`src/rtl/seq_mac_pkg.sv`:
```
// Shared constants and types for the sequential-multiplier product collector.
package seq_mac_pkg;
   localparam int P         = 2;
   localparam int MAX_WIDTH = 16;

   typedef logic [4:0] cnt_t;
   typedef enum logic [1:0] {IDLE, COLLECT, HOLD} collect_state_e;
endpackage

```
`src/rtl/prod_collect.sv`:
```
// Assembles a 2w-bit product from P-bit chunks (LS chunk first), sign-extends
// it and hands it out through a one-entry valid/ready output slot.
module prod_collect #(
   parameter int P         = seq_mac_pkg::P,
   parameter int MAX_WIDTH = seq_mac_pkg::MAX_WIDTH
) (
   input  logic                   clk_i,
   input  logic                   rst_i,
   input  logic                   start_i,
   input  logic [4:0]             width_i,
   input  logic                   chunk_valid_i,
   input  logic [P-1:0]           chunk_i,
   output logic                   busy_o,
   output logic [2*MAX_WIDTH-1:0] result_o,
   output logic                   result_valid_o,
   input  logic                   result_ready_i,
   output logic                   err_o
);
   import seq_mac_pkg::*;

   localparam int RW = 2 * MAX_WIDTH;

   collect_state_e r_state, w_state_nxt;
   cnt_t           r_cnt, w_cnt_nxt;
   logic [4:0]     r_w, w_w_nxt, w_w_latch;
   logic [RW-1:0]  r_asm, w_asm_nxt, w_asm_chunk, w_ext, r_result;
   logic           r_valid, r_err, w_err_nxt;
   logic           w_width_ok, w_last, w_slot_free, w_load, w_sign;

   assign w_width_ok  = (width_i != 5'd0) && !width_i[0] && (width_i <= 5'(MAX_WIDTH));
   assign w_w_latch   = w_width_ok ? width_i : 5'(MAX_WIDTH);
   assign w_last      = (r_cnt == r_w - 5'd1);
   assign w_slot_free = !r_valid || result_ready_i;

   // Assembly with the current chunk merged in, and its sign-extended view.
   // In HOLD no chunk is merged, so the extension sees the held product.
   always_comb begin
      // NOTE: every always_comb output gets a default first so no path can infer a latch.
      w_asm_chunk = r_asm;
      if (r_state == COLLECT && chunk_valid_i) begin
         for (int i = 0; i < RW / P; i++) begin
            if (r_cnt == cnt_t'(i)) w_asm_chunk[i*P +: P] = chunk_i;
         end
      end
      w_sign = 1'b0;
      for (int i = 0; i < RW; i++) begin
         if (i == 2 * int'(r_w) - 1) w_sign = w_asm_chunk[i];
      end
      for (int i = 0; i < RW; i++) begin
         w_ext[i] = (i < 2 * int'(r_w)) ? w_asm_chunk[i] : w_sign;
      end
   end

   always_comb begin
      w_state_nxt = r_state;
      w_cnt_nxt   = r_cnt;
      w_w_nxt     = r_w;
      w_asm_nxt   = r_asm;
      w_err_nxt   = r_err;
      w_load      = 1'b0;
      unique case (r_state)
         IDLE: begin
            if (start_i) begin
               w_asm_nxt   = '0;
               w_cnt_nxt   = '0;
               w_w_nxt     = w_w_latch;
               w_state_nxt = COLLECT;
               if (!w_width_ok) w_err_nxt = 1'b1;
            end
            if (chunk_valid_i) w_err_nxt = 1'b1;
         end
         COLLECT: begin
            if (start_i) begin
               w_asm_nxt   = '0;
               w_cnt_nxt   = '0;
               w_w_nxt     = w_w_latch;
               w_err_nxt   = 1'b1;
            end else if (chunk_valid_i) begin
               w_asm_nxt = w_asm_chunk;
               if (w_last) begin
                  w_cnt_nxt = '0;
                  if (w_slot_free) begin
                     w_load      = 1'b1;
                     w_state_nxt = IDLE;
                  end else begin
                     w_state_nxt = HOLD;
                  end
               end else begin
                  w_cnt_nxt = r_cnt + 5'd1;
               end
            end
         end
         HOLD: begin
            if (start_i || chunk_valid_i) w_err_nxt = 1'b1;
            // The slot is full on entry, so ready means handshake plus reload.
            if (result_ready_i) begin
               w_load      = 1'b1;
               w_state_nxt = IDLE;
            end
         end
         default: w_state_nxt = IDLE;
      endcase
   end

   always_ff @(posedge clk_i) begin
      // NOTE: state is updated with non-blocking assignments so every register samples pre-edge values.
      if (rst_i) begin
         r_state  <= IDLE;
         r_cnt    <= '0;
         r_w      <= '0;
         r_asm    <= '0;
         r_result <= '0;
         r_valid  <= 1'b0;
         r_err    <= 1'b0;
      end else begin
         r_state <= w_state_nxt;
         r_cnt   <= w_cnt_nxt;
         r_w     <= w_w_nxt;
         r_asm   <= w_asm_nxt;
         r_err   <= w_err_nxt;
         if (w_load) begin
            r_result <= w_ext;
            r_valid  <= 1'b1;
         end else if (r_valid && result_ready_i) begin
            r_valid  <= 1'b0;
         end
      end
   end

   assign busy_o         = (r_state != IDLE);
   assign result_o       = r_result;
   assign result_valid_o = r_valid;
   assign err_o          = r_err;
endmodule

```
`config.mk`:
```
export PLATFORM = sky130hd
export DESIGN_NAME = prod_collect
export DESIGN_NICKNAME = d
export VERILOG_FILES = /design/src/rtl/seq_mac_pkg.sv /design/src/rtl/prod_collect.sv
export SDC_FILE = /design/constraint.sdc
export NUM_CORES = 1
export LEC_CHECK = 0
export ABC_AREA = 1
export CAP_MARGIN = 20
export CORE_ASPECT_RATIO = 1.1
export CORE_MARGIN = 4
export CORE_UTILIZATION = 25
export CTS_BUF_LIST = sky130_fd_sc_hd__clkbuf_8
export CTS_CLUSTER_DIAMETER = 200
export DETAILED_ROUTE_END_ITERATION = 6
export PLACE_DENSITY = 0.52
export SETUP_SLACK_MARGIN = 0.05
export SLEW_MARGIN = 40
export SYNTH_ARGS = -nofsm -noshare
export SYNTH_HDL_FRONTEND = slang
export SYNTH_SLANG_ARGS = --single-unit
```
`constraint.sdc`:
```
create_clock -name clk_i -period 4.9 [get_ports clk_i]
set_input_delay 0.735 -clock clk_i [delete_from_list [all_inputs] [get_ports clk_i]]
set_output_delay 0.735 -clock clk_i [all_outputs]
set_load 0.1 [all_outputs]
```
==> impl_metrics.env <==
export IMPL_rr_worst_depth=13
export IMPL_cts_resized=0
export IMPL_synth_warnings=0
export IMPL_tns_ps=0
export IMPL_r2r_end="result_o[1]$_SDFFE_PP0P_"
export IMPL_overflow=0
export IMPL_hold_buffers=0
export IMPL_totalPowerFinal_mw=2.22
export IMPL_grt_pass1_vias=4068
export IMPL_max_cap_violations=0
export IMPL_endpoint_kind="register"
export IMPL_timing_rr_start="r_w[0]$_SDFFE_PP0P_"
export IMPL_cts_root_buffer="clkbuf_8"
export IMPL_vias_per_cell=4.57
export IMPL_seq_power_share=0.329
export IMPL_synthArstFlopShare=0
export IMPL_grt_max_degree=46
export IMPL_pwr_share_clk=0.258
export IMPL_numCtsBuffers=9
export IMPL_synthTopCellsByArea="dfxtp_1, nand2_1, nor2_1"
export IMPL_clock_sinks=78
export IMPL_fmax_ghz=0.287
export IMPL_synth_top_area_cell="dfxtp_1"
export IMPL_cts_tree="done"
export IMPL_cp_start_kind="register"
export IMPL_cpPeakStageDelay_ps=690
export IMPL_grt_pass1_wl_microns=21500
export IMPL_worst_pin_slew_ps=782
export IMPL_crit_path_cell_trace="inv_2, ha_1, inv_1, nand2_1, nand4_1, a211oi_1, nand3_1, o21ai_1, nand2_2, buf_4, inv_2, nand4_1, a21oi_1"
export IMPL_crit_path_end="result_o[1]$_SDFFE_PP0P_"
export IMPL_setup_viol=0
export IMPL_crit_path_start="r_w[0]$_SDFFE_PP0P_"
export IMPL_status="finished, final reports clean"
export IMPL_ant_nets=0
export IMPL_num_rows=50
export IMPL_post_cts_buffers=0
export IMPL_fin_crit_sh=0.710
export IMPL_nets=713
export IMPL_wirelength_microns=13300
export IMPL_die_w_microns=135
export IMPL_critical_path_arrival_ps=3800
export IMPL_reg2reg_slack_ps=1420
export IMPL_hpwl_microns=9590
export IMPL_drive_gt1_frac=0.156
export IMPL_relSlewSlack=0.473
export IMPL_synth_distinct_cells=37
export IMPL_cp_max_fo=34
export IMPL_syn_area_sq_mm=0.00445
export IMPL_drv_slew=0
export IMPL_p_sw_mw=1.05
export IMPL_core_area_sq_mm=0.0173
export IMPL_critPathSlowestCell="dfxtp_1"
export IMPL_pin_count=47
export IMPL_peakVddDrop_mv=0.360
export IMPL_synth_flop_cell="dfxtp_1"
export IMPL_fin_skew_ps=16.1
export IMPL_synth_seq_cells=78
export IMPL_path_class="reg2reg"
export IMPL_synth_top_area_frac=0.351
export IMPL_drt_iter0_drc=334
export IMPL_die_area_sq_mm=0.0200
export IMPL_rsz0062_at_grt="false"
export IMPL_swShare=0.472
export IMPL_insertion_delay_ps=390
export IMPL_gp_congestion=0.871
export IMPL_grt_usage=0.136
export IMPL_antenna_cells=0
export IMPL_die_h_microns=148
export IMPL_p_per_area_mw_per_mm2=432
export IMPL_numPortBuffers=46
export IMPL_area_delta_synth_final_pct=15.6
export IMPL_drc=0
export IMPL_period_minus_slack_ps=3480
export IMPL_avgSynthCellArea_sq_um=6.76
export IMPL_dr_pass1_iters=5
export IMPL_start_util=0.258
export IMPL_antenna_found_initial=1
export IMPL_critPathRequiredTime_ps=5220
export IMPL_ctsLongestPathBuffers=2
export IMPL_synth_fp_nets=679
export IMPL_hold_class="reg2reg"
export IMPL_synth_edf_count=0
export IMPL_path_clk_slew_ps=90
export IMPL_finalHoldViolations=0
export IMPL_synth_seq_area_share=0.351
export IMPL_htreeDepth=3
export IMPL_routedWlPerCell_microns=14.3
export IMPL_total_leakage_power_nw=2.22
export IMPL_vias=4258
export IMPL_min_delay_start="err_o$_SDFFE_PP0P_"
export IMPL_netlist_instances=658
export IMPL_p_comb_frac=0.413
export IMPL_p_int_mw=1.17
-- layout by cell type (no fill, tap or decap), types with 4 or more instances in the layout --
cell type	count
a21oi_1	61
a21oi_2	16
buf_2	35
buf_4	4
clkbuf_8	10
clkdlybuf4s50_1	11
dfxtp_1	78
ha_1	9
inv_1	84
inv_2	7
nand2_1	111
nand2_2	5
nand2_4	9
nand3_1	34
nand4_1	10
nor2_1	87
nor2_4	7
nor3_1	4
o21ai_0	64
o22ai_1	15
-- metal layers --
metal	part of all wire	vias up	GRT usage
met4	0.022	2	0.0549
li1	-	2223	-
met1	0.48	1920	0.177
met2	0.45	90	0.219
met5	0.00098	-	0
met3	0.048	23	0.0303
-- critical path: cells and delay by family, from the launching register on --
kind                       cells  cell delay [ps]
AOI/OAI and AO/OA              3              600
DFF                            1              690
adders and majority gates      1              460
and+or+nand+nor                5              630
buffers and inverters          4              990
-- synthesized netlist by cell type (2+ instances only) --
cell        n
xor2_1      2
clkbuf_1   18
a211oi_1    3
mux2i_1     3
ha_1        9
a21oi_1    61
nand2_4     9
or2_2       3
nor2_2      2
inv_1      85
o22ai_1    15
nand3_1    34
o21ai_1     3
nand2_1   111
nor3_1      4
inv_2       6
dfxtp_1    78
nor2_4      7
nand2_2     5
nand3_2     3
a21oi_2    16
buf_6       2
nor2_1     87
a31oi_1     3
o21ai_0    64
nand4_1    10
buf_2       5
-- area by class of cell --
cell class / count / area, sq um
fill: 1972 / 12100
multi-input combinational: 461 / 2400
sequential: 78 / 1560
inverter: 92 / 345
timing repair buffer: 50 / 315
tap: 234 / 293
clock buffer: 10 / 138
clock inverter: 6 / 92.6
-- registers in the layout, summed over array words and instances, names as in the netlist --
register,flops
err_o,1
r_asm,32
r_cnt,5
r_state,2
r_w,5
result_o,32
result_valid_o,1
-- metrics by stage --
stage	hold WS (ps)	instance area [sq um]	worst slack (ps)	cells	utilization
global route	488	5150	1110	931	0.298
finish	458	5150	1420	931	0.298
floorplan	442	4450	2460	658	-
detailed placement	450	4920	1120	915	0.285
global placement	445	5090	1090	915	0.295
CTS	464	5150	1390	931	0.298
-- worst min path at each step --
stage	slack, ps	endpoint	cells past startpoint
floorplan	440	r_asm[27]$_SDFFE_PP0P_	2
global placement	450	err_o$_SDFFE_PP0P_	2
detailed placement	450	err_o$_SDFFE_PP0P_	2
CTS	460	err_o$_SDFFE_PP0P_	2
global route	490	r_asm[2]$_SDFFE_PP0P_	2
finish	460	err_o$_SDFFE_PP0P_	2
-- power by group through the flow --
stage | sequential, mW | combinational (mW) | clock (mW)
finish | 0.730 | 0.919 | 0.573
global route | 0.738 | 0.994 | 0.612
CTS | 0.730 | 0.921 | 0.586
detailed placement | 0.745 | 0.917 | 0
global placement | 0.746 | 0.955 | 0
floorplan | 0.953 | 0.520 | 0
-- cells by family after synthesis --
group                      after synthesis  share of synthesized area
buffers and inverters                  119                      0.110
xor gates and xnor gates                 2                    0.00394
AOI/OAI and AO/OA                      169                      0.213
muxes                                    3                    0.00675
adders and majority gates                9                     0.0253
DFF                                     78                      0.351
and+or+nand+nor                        278                      0.290
No activity file was read; power rests on OpenSTA's default activity.
